### config.mk
export PLATFORM = sky130hd
export DESIGN_NAME = iq_byte_packer
export DESIGN_NICKNAME = d
export VERILOG_FILES = /design/src/rtl/iq_byte_packer.sv
export SDC_FILE = /design/constraint.sdc
export NUM_CORES = 1
export LEC_CHECK = 0
export BUFFER_PORTS_ARGS = -buffer_cell sky130_fd_sc_hd__buf_2
export CORE_MARGIN = 2
export CORE_UTILIZATION = 25
export CTS_CLUSTER_DIAMETER = 40
export DETAILED_ROUTE_END_ITERATION = 10
export HOLD_SLACK_MARGIN = 0.02
export SYNTH_ARGS = -nofsm -noshare
export SYNTH_HDL_FRONTEND = slang
export SYNTH_SLANG_ARGS = --single-unit
### constraint.sdc
create_clock -name clk -period 4.3 [get_ports clk]
set_input_delay 0.43 -clock clk [delete_from_list [all_inputs] [get_ports clk]]
set_output_delay 0.43 -clock clk [all_outputs]
set_load 0.005 [all_outputs]
### src/rtl/iq_byte_packer.sv
// I/Q pair reducer (24->16 bits per channel), 16-pair FIFO and 4-byte serialiser with valid/ready.
// Define IQ_PACKER_ROUND_EN for round-half-up with saturation; the default build truncates.
module iq_byte_packer #(
  parameter int DEPTH_LOG2 = 4,
  parameter int IN_W       = 24,
  parameter int OUT_W      = 16
) (
  input  logic                  clk,
  input  logic                  reset,
  input  logic                  in_strobe,
  input  logic [IN_W-1:0]       in_i,
  input  logic [IN_W-1:0]       in_q,
  output logic [7:0]            out_data,
  output logic                  out_first,
  output logic                  out_valid,
  input  logic                  out_ready,
  output logic [DEPTH_LOG2:0]   level,
  output logic [7:0]            overflow_cnt,
  input  logic                  clr_ovf
);

  localparam int DEPTH = 1 << DEPTH_LOG2;
  localparam logic [DEPTH_LOG2:0] LEVEL_FULL = (DEPTH_LOG2+1)'(DEPTH);

`ifdef IQ_PACKER_ROUND_EN
  localparam logic [IN_W:0] RND_HALF = (IN_W+1)'(1) << (IN_W-OUT_W-1);

  // Only positive inputs can carry into the sign position, so 2'b01 on the top bits means overflow.
  function automatic logic [OUT_W-1:0] reduce(input logic [IN_W-1:0] s);
    logic [IN_W:0] r;
    r = {s[IN_W-1], s} + RND_HALF;
    if (r[IN_W:IN_W-1] == 2'b01)
      reduce = {1'b0, {(OUT_W-1){1'b1}}};
    else
      reduce = r[IN_W-1:IN_W-OUT_W];
  endfunction
`else
  function automatic logic [OUT_W-1:0] reduce(input logic [IN_W-1:0] s);
    reduce = s[IN_W-1:IN_W-OUT_W];
  endfunction
`endif

  typedef enum logic [2:0] {IDLE, B0, B1, B2, B3} state_t;

  state_t                  state_reg, state_next;
  logic [2*OUT_W-1:0]      mem [DEPTH];
  logic [2*OUT_W-1:0]      word_reg;
  logic [DEPTH_LOG2-1:0]   wr_ptr_reg, rd_ptr_reg;
  logic [DEPTH_LOG2:0]     level_reg;
  logic [7:0]              ovf_reg;
  logic                    pop, push, handshake, fifo_empty, fifo_full;
  logic [2*OUT_W-1:0]      word_in;

  assign word_in    = {reduce(in_q), reduce(in_i)};
  assign fifo_empty = (level_reg == '0);
  assign fifo_full  = (level_reg == LEVEL_FULL);
  assign handshake  = out_valid && out_ready;
  // A full FIFO still accepts when the serialiser frees a slot on the same edge.
  assign push       = in_strobe && (!fifo_full || pop);

  always_comb begin
    state_next = state_reg;
    pop        = 1'b0;
    case (state_reg)
      IDLE: if (!fifo_empty) begin
        pop        = 1'b1;
        state_next = B0;
      end
      B0: if (handshake) state_next = B1;
      B1: if (handshake) state_next = B2;
      B2: if (handshake) state_next = B3;
      B3: if (handshake) begin
        if (!fifo_empty) begin
          pop        = 1'b1;
          state_next = B0;
        end else begin
          state_next = IDLE;
        end
      end
      default: state_next = IDLE;
    endcase
  end

  always_comb begin
    out_valid = (state_reg != IDLE);
    out_first = (state_reg == B0);
    case (state_reg)
      B0:      out_data = word_reg[7:0];
      B1:      out_data = word_reg[15:8];
      B2:      out_data = word_reg[23:16];
      B3:      out_data = word_reg[31:24];
      default: out_data = 8'h00;
    endcase
  end

  always_ff @(posedge clk)
    if (push) mem[wr_ptr_reg] <= word_in;

  // Registered read; on a full-FIFO push+pop the read returns the old (oldest) word.
  always_ff @(posedge clk)
    if (pop) word_reg <= mem[rd_ptr_reg];

  always_ff @(posedge clk or posedge reset) begin
    if (reset) begin
      state_reg  <= IDLE;
      wr_ptr_reg <= '0;
      rd_ptr_reg <= '0;
      level_reg  <= '0;
      ovf_reg    <= 8'h00;
    end else begin
      state_reg <= state_next;
      if (push) wr_ptr_reg <= wr_ptr_reg + 1'b1;
      if (pop)  rd_ptr_reg <= rd_ptr_reg + 1'b1;
      case ({push, pop})
        2'b10:   level_reg <= level_reg + (DEPTH_LOG2+1)'(1);
        2'b01:   level_reg <= level_reg - (DEPTH_LOG2+1)'(1);
        default: level_reg <= level_reg;
      endcase
      if (clr_ovf)
        ovf_reg <= 8'h00;
      else if (in_strobe && !push && ovf_reg != 8'hFF)
        ovf_reg <= ovf_reg + 8'h01;
    end
  end

  assign level        = level_reg;
  assign overflow_cnt = ovf_reg;

endmodule

# --- After elaboration in Yosys (flattened, before gate mapping) ---
# Memories as Yosys holds them, arrays and structs flattened. A register that Yosys moved wholly into a read port is not among the register bits.
# Index checks and enable logic that the tools add are counted.
classes:
  add_sub_neg: 5
  n_mul: 0
  n_div: 0
  n_lt_le_gt_ge: 0
  eq_ne: 13
  shift: 0
  mux: 16
  n_bitwise: 0
  reduce_logical: 13
op_table:
  columns: ["cell", "count"]
  rows:
  - ["case mux 8 bit (4 select lines)", 1]
  - ["2-to-1 mux 8 bit", 2]
  - ["2-to-1 mux 3 bit", 5]
  - ["case mux 3 bit (5 select lines)", 1]
  - ["case mux 5 bit (2 select lines)", 1]
  - ["adder 4 x 1 -> 4 bit, second input constant", 2]
  - ["adder 8 x 1 -> 8 bit, second input constant", 1]
  - ["!= test 2 bit, second input constant", 4]
  - ["!= test 8 bit, second input constant", 1]
  - ["== test 3 x 2 -> 1 bit, second input constant", 2]
  - ["adder 5 x 1 -> 5 bit, second input constant", 1]
  - ["== test 5 bit, second input constant", 1]
  - ["zero test 5 bit", 1]
  - ["2-to-1 mux 1 bit", 5]
  - ["AND reduction 5 bit", 1]
  - ["subtractor 5 x 1 -> 5 bit, second input constant", 1]
  - ["logical AND 1 bit", 4]
  - ["nonzero test 2 bit", 2]
  - ["== test 3 x 1 -> 1 bit, second input constant", 1]
  - ["== test 3 bit, second input constant", 1]
  - ["zero test 3 bit", 1]
  - ["nonzero test 3 bit", 1]
  - ["== test 2 x 1 -> 1 bit, second input constant", 1]
  - ["== test 2 bit, second input constant", 1]
  - ["other kinds (4)", 5]
word_totals:
  regBits: 24
  latchBits: 0
  mem_bits_rw: 512
  rom_bits: 0
  input_bits: 53
  out_inout_bits: 23
  wordCells: 53
  memories: 1
mem_list:
  columns: ["memory", "words", "width", "read_ports", "rd_clocked_by_memory_dff", "wr", "line", "source"]
  rows:
  - ["mem", 16, 32, 1, 1, 1, "46", "logic [2*OUT_W-1:0] mem [DEPTH];"]

# --- Depth between registers and ports, before layout ---
depth:
  depth_word: 11
  ltp_mapped: 10
  mapped_depth_nobuf: 10

# --- Least setup slack after synthesis ---
# No wires, ideal clock.
synth_path:
  path_type: "reg-to-reg"
  start: "register state_reg[1]"
  end: "memory mem[3][0] (netlist name), enable pin"
  t_arrival_ns: 3.568
  setup_slack_ns: 0.271
  stages_incl_launch_ff: 6
  n_path_buf: 0
  synth_period_minus_slack_ns: 4.029
  path_cell_list: "dfrtp_1 > nor2_1 > nand2_1 > a31oi_2 > nand2_1 > nor3_1"
synth_via:
  elab_chain_cells: 8
synth_lines:
  columns: ["item", "line", "source"]
  rows:
  - ["start, declared", "45", "state_t state_reg, state_next;"]
  - ["start signal, assigned", "111", "state_reg <= state_next;"]
  - ["nonzero test 3 bit", "85", "out_valid = (state_reg != IDLE);"]
  - ["logical AND 1 bit", "57", "assign handshake = out_valid && out_ready;"]
  - ["2-to-1 mux 1 bit", "72", "B3: if (handshake) begin"]
  - ["case mux 1 bit (2 select lines) (*)", "64", "case (state_reg)"]
  - ["logical OR 1 bit (*)", "59", "assign push = in_strobe && (!fifo_full || pop);"]
  - ["logical AND 1 bit (*)", "59", null]
  - ["2-to-1 mux 1 bit (*)", "97", "if (push) mem[wr_ptr_reg] <= word_in;"]
  - ["2-to-1 mux 1 bit (implied by the code) (*)", "97", null]
  - ["end, declared", "46", null]
# Mark *: on every way between the ends. The rest lies on a longest branch, timed or not.

# --- Worst setup path after layout ---
layout_path:
  start: "register state_reg[0]"
  end: "memory mem[12][22] (netlist name), enable pin"
# Same word-level chain as after synthesis.

==> results.yml <==
routing:
  met2WireLength_um: 22820
  viasPerCell: 4.400
  drtIter0Drc: 859
  met3WireLength_um: 3654
  drt-met1-wl_um: 20560
  wire_per_inst_um: 21.18
  wirelength_um: 48340
  antenna_left: 0
  via_count: 10041
  drcViolationCount: 0
  highest_layer: "met5"
  drtPass1Iterations: 8
placement:
  hpwl_um: 27440
  portBuffers: 59
  gp_congestion: 0.7138
  place_area_um2: 23850
  place_ws_ps: 1008
floorplan:
  die_x_um: 300.0
  core_area_um2: 86750
  io_pins: 76
  dieArea_um2: 89990
  core.rowCount: 108
  die_h_um: 300.0
  start_util: 0.2525
worst_setup_path:
  start_kind: "register"
  path_cells: "nor2_1, nand2_1, a31oi_2, nand2_1, nor2_4, buf_12"
  cpMaxStageDelayCell: "dfrtp_1"
  cp.required_ps: 4600
  end_kind: "register"
  reg2reg_from: "state_reg[0]"
  arrival_ps: 3620
  cp-startpoint: "state_reg[0]"
  critPathMostFrequentCell: "nand2_1"
  crit_type: "register to register"
  critPathMaxStageDelay_ps: 640
  crit_fanout: 22
  ff2ff_setup_slack_ps: 980
  reg2reg_to: "mem[12][22]"
  path_buf_inv: 1
  rr_worst_depth: 6
  crit_family: "simple AND/OR/NAND/NOR gates"
power:
  powerDensity_nw_per_um2: 687.5
  report.power.total_w: 0.01824
  ir_drop_uv: 289.2
  p_clk_frac: 0.350
  p_comb_frac: 0.235
  p_switching_w: 0.005351
  seqPwrFrac: 0.415
  p_leak_nw: 8.371
  sw_frac_of_total: 0.2933
  p_int_w: 0.01289
timing:
  min_period_ps: 3321
  final_max_slew_viol_count: 0
  finalHoldViolCount: 0
  fmax_ghz: 0.3011
  rsz0062_at_grt: "no"
  fin_skew_ps: 26.23
  worst_slack_ps: 979.2
  slew_headroom: 0.2110
  post-route-period-util: 0.7723
  finalSetupViolations: 0
  fin_tns_setup_ps: 0
  worstMarginPinSlew_ps: 1183
final_layout:
  finalInstanceArea_um2: 26540
  largest_reg_flops: 512
  fin_nets: 1124
  n_antenna_cell: 0
  drive_gt1_frac: 0.3691
  syn_to_final_growth_pct: 21.15
synth:
  ys_ff_latch: 568
  yosysSeqAreaShare: 0.7733
  synthCells: 933
  synth_area_per_cell_um2: 23.48
  synth_cell_types: 40
  synth_edf_count: 544
  ys_warn_count: 0
  syn_area_um2: 21900
  synth-main-ff-cell: "edfxtp_1"
  synth_fp_nets: 996
  async_reset_ff_frac: 0.04225
cts:
  cts_htree_levels: 3
  clkTransAtPathRegs_ps: 60
  postCtsHoldBufs: 0
  clock_sinks: 568
  postCtsSetupBuffers: 0
  insertion_delay_ps: 620
  cts_root_buffer: "clkbuf_16"
  clk_path_buf_depth: 3
  cts.repair.resized: 0
  cts_tree: "built"
  cts_buffers: 80
status:
  outcome: "finished, final reports clean"
flow_run:
  drv_cap: 0
grt:
  antenna_found_initial: 14
  grt_max_degree: 50
  grt_overflow: 0
  grt_usage: 0.1082
  grt_pass1_vias: 10528
  grt_pass1_wl_um: 71120
hold_path:
  hold_path_class: "primary input to async pin"
==> cell type report <==
type	count	area, µm²
Clock inverter	60	645.6
Multi-Input combinational cell	310	4780
Fill cell	8278	60220
Clock buffer	88	2042
Inverter	9	33.78
Tap cell	1155	1445
Sequential cell	568	16950
Timing Repair Buffer	92	643.1
==> through the flow <==
stage               utilization  instances  hold WS (ps)
floorplan                     -        933         444.6
global placement         0.2749       2134         529.2
detailed placement       0.2749       2134         548.7
CTS                      0.3059       2282         57.59
global route             0.3059       2282         87.64
finish                   0.3059       2282         81.88
==> per-layer routing <==
| layer | GRT usage | vias up |
|---|---|---|
| met5 | 0 | - |
| met4 | 0.03381 | 18 |
| met3 | 0.03317 | 99 |
| met2 | 0.1718 | 329 |
| met1 | 0.1420 | 5356 |
| li1 | - | 4239 |
==> synth_stat cells (all sizes together), types with 2 or more instances <==
cell | instances | area (µm²)
o21ai | 3 | 15.01
a21oi | 4 | 20.02
buf | 31 | 206.5
xnor2 | 16 | 140.1
nor2b | 5 | 31.28
nand3 | 4 | 20.02
o22ai | 10 | 62.56
mux2i | 10 | 100.1
a31oi | 2 | 33.78
ha | 9 | 112.6
clkbuf | 15 | 56.30
nand4 | 3 | 18.77
nor2 | 28 | 112.6
mux2 | 3 | 33.78
nor4 | 4 | 40.04
mux4 | 160 | 3603
nand2b | 6 | 37.54
a22oi | 8 | 60.06
nor3 | 7 | 35.03
inv | 9 | 33.78
edfxtp | 544 | 16340
dfrtp | 24 | 600.6
nand2 | 17 | 63.81
==> worst register-to-register path: cells and delay by family, from the launching register on <==
kind	cells	cell delay, ps
AO/OA/AOI/OAI	1	560
buffers and inverters	1	280
flip-flops	1	640
AND/OR/NAND/NOR	4	1520
==> kinds of logic (layout without fill, tap and decap cells) <==
kind of cell / count (synthesis) / count (layout) / share of synthesized area
adders and majority gates: 10 / 10 / 0.006056
muxes: 173 / 173 / 0.1706
AOI/OAI and AO/OA: 31 / 31 / 0.01120
buffers and inverters: 55 / 249 / 0.01354
xor gates and xnor gates: 17 / 17 / 0.006798
and+or+nand+nor: 79 / 79 / 0.01851
DFF: 568 / 568 / 0.7733
==> how the worst max path moves through the flow <==
stage                     slack, ps           to  depth (start not counted)
after floorplan                 270    mem[3][0]                          5
after global placement         1070  mem[13][22]                          6
after detailed placement       1010  mem[12][22]                          6
after CTS                       980  mem[12][16]                          6
after global routing            810  mem[13][22]                          6
final                           980  mem[12][22]                          6
==> cells in the final DEF, fill, tap and decap left out, drive strengths merged, types with 8 or more instances in the layout <==
cell type | synthesis | layout
edfxtp | 544 | 544
mux4 | 160 | 160
buf | 31 | 92
clkbuf | 15 | 88
clkinv | 0 | 32
nor2 | 28 | 28
dfrtp | 24 | 24
inv | 9 | 24
nand2 | 17 | 17
xnor2 | 16 | 16
mux2i | 10 | 10
o22ai | 10 | 10
ha | 9 | 9
clkinvlp | 0 | 9
a22oi | 8 | 8
==> power groups by stage <==
stage / clock network (W) / registers (W) / logic, W
5_1_grt: 0.00673 / 0.00765 / 0.00463
2_1_floorplan: 0 / 0.00724 / 0.00327
3_5_place_dp: 0 / 0.00769 / 0.00438
3_3_place_gp: 0 / 0.00765 / 0.00432
6_report: 0.00638 / 0.00756 / 0.00430
4_1_cts: 0.00654 / 0.00758 / 0.00438
Note: power is estimated with default switching activity, not from simulation.
